## config.mk

```make
export PLATFORM = sky130hd
export DESIGN_NAME = mv_cmd_unpacker
export DESIGN_NICKNAME = d
export VERILOG_FILES = /design/src/rtl/mv_cmd_unpacker.sv
export SDC_FILE = /design/constraint.sdc
export NUM_CORES = 1
export LEC_CHECK = 0
export BUFFER_PORTS_ARGS = -buffer_cell sky130_fd_sc_hd__buf_2
export CAP_MARGIN = 40
export CORE_UTILIZATION = 25
export CTS_CLUSTER_DIAMETER = 80
export DETAILED_ROUTE_END_ITERATION = 6
export GPL_TIMING_DRIVEN = 1
export PLACE_DENSITY_LB_ADDON = 0.3
export SLEW_MARGIN = 15
export SYNTH_ARGS = -nofsm -noshare
export SYNTH_HDL_FRONTEND = slang
export SYNTH_SLANG_ARGS = --single-unit
```

## constraint.sdc

```tcl
create_clock -name clk -period 17.3 [get_ports clk]
set_input_delay 0.865 -clock clk [delete_from_list [all_inputs] [get_ports clk]]
set_output_delay 0.865 -clock clk [all_outputs]
set_load 0.01 [all_outputs]
```

## src/rtl/mv_cmd_unpacker.sv

```systemverilog
// Command stream unpacker feeding the 4x4 FP32 matrix-vector multiplier.
// Latency: last payload word accepted at edge N -> m_valid / in_valid during the cycle after N.
// Backpressure: s_ready depends on state only; it drops for the commit cycle and while a vertex waits on in_ready.
module mv_cmd_unpacker #(
  parameter int IDW  = 8,
  parameter int CNTW = 16
) (
  input  logic            clk,
  input  logic            rst,
  input  logic            s_valid,
  output logic            s_ready,
  input  logic [31:0]     s_data,
  output logic            m_valid,
  output logic [31:0]     m00_o,
  output logic [31:0]     m01_o,
  output logic [31:0]     m02_o,
  output logic [31:0]     m03_o,
  output logic [31:0]     m10_o,
  output logic [31:0]     m11_o,
  output logic [31:0]     m12_o,
  output logic [31:0]     m13_o,
  output logic [31:0]     m20_o,
  output logic [31:0]     m21_o,
  output logic [31:0]     m22_o,
  output logic [31:0]     m23_o,
  output logic [31:0]     m30_o,
  output logic [31:0]     m31_o,
  output logic [31:0]     m32_o,
  output logic [31:0]     m33_o,
  output logic            in_valid,
  input  logic            in_ready,
  output logic [IDW-1:0]  in_vertex_id,
  output logic [31:0]     vx,
  output logic [31:0]     vy,
  output logic [31:0]     vz,
  output logic [31:0]     vw,
  output logic            err_bad_op,
  output logic [CNTW-1:0] vtx_count
);

  typedef enum logic [2:0] {
    ST_HDR,
    ST_MAT,
    ST_MCOMMIT,
    ST_VTX,
    ST_ISSUE
  } state_t;

  localparam logic [3:0] OP_LOAD_MATRIX = 4'h1;
  localparam logic [3:0] OP_VERTEX      = 4'h2;

  state_t          state_q, state_d;
  logic [3:0]      cnt_q, cnt_d;
  logic [31:0]     shadow_q [16];
  logic [31:0]     mat_q    [16];
  logic [31:0]     vtx_q    [4];
  logic [IDW-1:0]  id_q;
  logic            err_q;
  logic [CNTW-1:0] vcnt_q;
  logic            acc;
  logic [3:0]      opcode;

  assign opcode   = s_data[31:28];
  assign acc      = s_valid && s_ready;
  assign m_valid  = (state_q == ST_MCOMMIT);
  assign in_valid = (state_q == ST_ISSUE);

  // State and word-counter registers.
  always_ff @(posedge clk) begin
    if (rst) begin
      state_q <= ST_HDR;
      cnt_q   <= 4'd0;
    end else begin
      state_q <= state_d;
      cnt_q   <= cnt_d;
    end
  end

  // Next-state decode; s_ready is driven from the current state alone.
  always_comb begin
    state_d = state_q;
    cnt_d   = cnt_q;
    s_ready = 1'b0;
    case (state_q)
      ST_HDR: begin
        s_ready = 1'b1;
        if (s_valid) begin
          cnt_d = 4'd0;
          if (opcode == OP_LOAD_MATRIX) begin
            state_d = ST_MAT;
          end else if (opcode == OP_VERTEX) begin
            state_d = ST_VTX;
          end
        end
      end
      ST_MAT: begin
        s_ready = 1'b1;
        if (s_valid) begin
          cnt_d = cnt_q + 4'd1;
          if (cnt_q == 4'd15) begin
            state_d = ST_MCOMMIT;
          end
        end
      end
      ST_MCOMMIT: begin
        state_d = ST_HDR;
      end
      ST_VTX: begin
        s_ready = 1'b1;
        if (s_valid) begin
          cnt_d = cnt_q + 4'd1;
          if (cnt_q == 4'd3) begin
            state_d = ST_ISSUE;
            cnt_d   = 4'd0;
          end
        end
      end
      ST_ISSUE: begin
        if (in_ready) begin
          state_d = ST_HDR;
        end
      end
      default: begin
        state_d = ST_HDR;
      end
    endcase
  end

  // Payload capture, atomic matrix commit, error flag and vertex counter.
  always_ff @(posedge clk) begin
    if (rst) begin
      for (int i = 0; i < 16; i++) begin
        shadow_q[i] <= '0;
        mat_q[i]    <= '0;
      end
      for (int i = 0; i < 4; i++) begin
        vtx_q[i] <= '0;
      end
      id_q   <= '0;
      err_q  <= 1'b0;
      vcnt_q <= '0;
    end else begin
      if (acc && state_q == ST_HDR) begin
        if (opcode == OP_VERTEX) begin
          id_q <= s_data[IDW-1:0];
        end else if (opcode != OP_LOAD_MATRIX) begin
          err_q <= 1'b1;
        end
      end
      if (acc && state_q == ST_MAT) begin
        shadow_q[cnt_q] <= s_data;
        // The final word bypasses the shadow so the whole matrix becomes
        // visible together with m_valid in the commit cycle.
        if (cnt_q == 4'd15) begin
          for (int i = 0; i < 15; i++) begin
            mat_q[i] <= shadow_q[i];
          end
          mat_q[15] <= s_data;
        end
      end
      if (acc && state_q == ST_VTX) begin
        vtx_q[cnt_q[1:0]] <= s_data;
      end
      if (in_valid && in_ready) begin
        vcnt_q <= vcnt_q + CNTW'(1);
      end
    end
  end

  assign m00_o = mat_q[0];
  assign m01_o = mat_q[1];
  assign m02_o = mat_q[2];
  assign m03_o = mat_q[3];
  assign m10_o = mat_q[4];
  assign m11_o = mat_q[5];
  assign m12_o = mat_q[6];
  assign m13_o = mat_q[7];
  assign m20_o = mat_q[8];
  assign m21_o = mat_q[9];
  assign m22_o = mat_q[10];
  assign m23_o = mat_q[11];
  assign m30_o = mat_q[12];
  assign m31_o = mat_q[13];
  assign m32_o = mat_q[14];
  assign m33_o = mat_q[15];

  assign in_vertex_id = id_q;
  assign vx           = vtx_q[0];
  assign vy           = vtx_q[1];
  assign vz           = vtx_q[2];
  assign vw           = vtx_q[3];
  assign err_bad_op   = err_q;
  assign vtx_count    = vcnt_q;

endmodule

```

==> flow_metrics.py <==
metrics = {
    "outcome": {
        "outcome": "finished clean",
    },
    "placement": {
        "place_congestion": 0.767,
        "port-buffer-count": 703,
        "dpl.hpwl_um": 88400,
        "pre_cts_ws_ps": 11810,
    },
    "sta": {
        "rsz0062_at_grt": "no",
        "period_share_pct": 31.3,
        "whs_ps": 404,
        "clock_skew_ps": 25.0,
        "tightest_slew_ps": 824,
        "min_period_ps": 5410,
        "relSlewSlack_pct": 45.0,
        "tns_ps": 0,
        "finalHoldViolCount": 0,
        "setup_violations": 0,
        "fmax_mhz": 185,
        "layout_setup_ws_ps": 11890,
        "slew_viol_final": 0,
    },
    "synthesis": {
        "synth_ff_type": "edfxtp_1",
        "yosysUniqueCellTypes": 52,
        "syn_area_um2": 43300,
        "synth_area_leaders": "edfxtp_1, and2_1, nor2b_1",
        "async_flop_share_pct": 0,
        "synth_area_per_cell_um2": 16.3,
        "synth_nets": 2694,
        "synth_seq_area_share_pct": 79.1,
        "netlist_instances": 2653,
        "ys_warn_count": 0,
        "ys_seq_elements": 1152,
        "synth-edff-count": 1120,
        "synth_top_area_share_pct": 77.7,
        "yosys.area.top_type": "edfxtp_1",
    },
    "clock_tree": {
        "cts_buffer_depth": 3,
        "clk_latency_ps": 770,
        "cts_root_buffer": "clkbuf_16",
        "post_cts_buffers": 0,
        "ctsHoldBuffers": 0,
        "cts_tree": "done",
        "htreeDepth": 4,
        "clk_pin_slew_ps": 60,
        "cts-buffers-inserted": 134,
        "post_cts_resized": 0,
        "cts.sinks": 1152,
    },
    "power": {
        "power_mw": 6.29,
        "power.density_nw_per_um2": 115,
        "peakVddDrop_mv": 0.0957,
        "p_leak_nw": 20.8,
    },
    "worst_setup_path": {
        "cpMostUsedCell": "buf_4",
        "cpPeakStageDelay_ps": 740,
        "crit_path_end_kind": "flip-flop",
        "slowest_stage": "dfxtp_1",
        "crit_path_start_kind": "flip-flop",
        "worstPathArrival_ps": 5810,
        "crit_required_ps": 17700,
        "crit_path_cell_trace": "nand2_1 -> inv_1 -> a41o_4 -> buf_4 -> buf_4 -> buf_4 -> buf_16 -> buf_4",
        "critPathKind": "flip-flop to flip-flop",
        "cp_max_fo": 51,
    },
    "die": {
        "num_rows": 152,
        "core-area_um2": 172000,
        "io_pins": 704,
        "fp.dieH_um": 418,
        "die_w_um": 418,
        "start_util_pct": 25.2,
        "die-area_um2": 175000,
    },
    "routing": {
        "drt_iter0_markers": 1824,
        "via_per_inst": 4.04,
        "avgRoutedWirePerCell_um": 23.4,
        "route.antenna.remaining_nets": 0,
        "drcViolationCount": 0,
        "totalWireLength_um": 136000,
        "vias": 23488,
        "first_pass_iters": 5,
    },
    "grt": {
        "grt_pass1_vias": 22786,
        "antenna_found_initial": 36,
        "grt_pass1_wl_um": 183000,
        "grt_max_degree": 288,
        "grt_overflow_total": 0,
        "grt_usage_pct": 15.1,
    },
    "cells_and_area": {
        "fillers": 16867,
        "drive_gt1_share_pct": 28.9,
        "fin_nets": 3421,
        "area_growth_syn_to_layout_pct": 26.0,
    },
    "hold_path": {
        "hold_class": "input port to flip-flop",
    },
    "job": {
        "drv_cap": 0,
    },
}
[cell usage in the layout (no fill, tap or decap), types with 12 or more instances in the layout]
cell       netlist  layout
buf_2            6     702
dfxtp_1         32      32
clkbuf_1       154      37
buf_12           0      29
diode_2          0      18
and2_1         898     898
clkbuf_16        0     139
nor2b_1        195     194
nor2_1          35      24
buf_4            4      45
o21ai_4          0      12
edfxtp_1      1120    1120
and3_1          34      34
clkinv_1         0      34
[kinds of logic after synthesis]
group / after synthesis / synth area share, %
simple gates: 1227 / 17.7
flops: 1152 / 79.1
buf+inv: 205 / 1.97
compound gates: 42 / 0.587
mux: 12 / 0.289
xor+xnor: 10 / 0.202
fa+ha+maj: 5 / 0.144
[critical path: cells and delay by family (launching register included)]
family	cells	cell delay (ps)
DFF	1	740
buffers and inverters	6	2970
AOI/OAI and AO/OA	1	620
and+or+nand+nor	1	550
[stage by stage]
step                std cells  util, %  instance area [µm²]
floorplan                2653        -                43300
global placement         5516     28.8                49500
finish                   5812     31.8                54600
detailed placement       5551     29.3                50300
global route             5802     31.8                54500
CTS                      5791     31.7                54400
[final cells by class]
class | instances | area (µm²) | area share [%]
flip-flops and latches | 1152 | 34300 | 62.8
multi-input cells | 1296 | 8440 | 15.5
repair buffers | 788 | 4720 | 8.65
clock buffers | 176 | 3620 | 6.63
well taps | 2310 | 2890 | 5.30
clock inverters | 64 | 544 | 0.998
diodes | 18 | 45.0 | 0.0826
inverters | 8 | 30.0 | 0.0550
[per-layer routing]
layer  track usage [%]  routed length (µm)
met1              17.8               53200
met2              26.2               68900
met3              4.79               11300
met4              4.34                2550
met5                 0                   0
[power by group]
part | internal (mW) | total, mW | switching [mW]
combinational | 0.104 | 0.364 | 0.260
clock | 1.57 | 2.70 | 1.13
sequential | 3.18 | 3.23 | 0.0458
[flip-flops by register name, indices dropped and copies added, names as in the netlist]
register,flops
cnt_q,4
err_bad_op,1
in_vertex_id,8
mat_q,512
shadow_q,480
state_q,3
vtx_count,16
vtx_q,128
[synth_stat cells, drive strengths merged, types with 2 or more instances]
master / count
a31oi: 2
clkbuf: 184
or4: 2
nand2b: 3
buf: 13
dfxtp: 32
and2: 898
a41o: 2
nand4: 9
nand2: 10
nor3: 9
nor2b: 195
a21oi: 9
and3b: 2
ha: 5
edfxtp: 1120
nor2: 36
mux2i: 11
inv: 8
o21ai: 20
nand3: 9
or3: 5
and4: 2
xor2: 9
and3: 34
nor3b: 3
or2: 6
[final timing paths]
check / from / end / slack [ps] / depth (start not counted)
max: cnt_q[2] / mat_q[0][132] / 11890 / 8
min: in_ready / state_q[2] / 400 / 3
max reg2reg: cnt_q[2] / mat_q[0][132] / 11890 / 8
min reg2reg: vtx_count[15] / vtx_count[15] / 490 / 2
(Power assumes the default switching activity.)
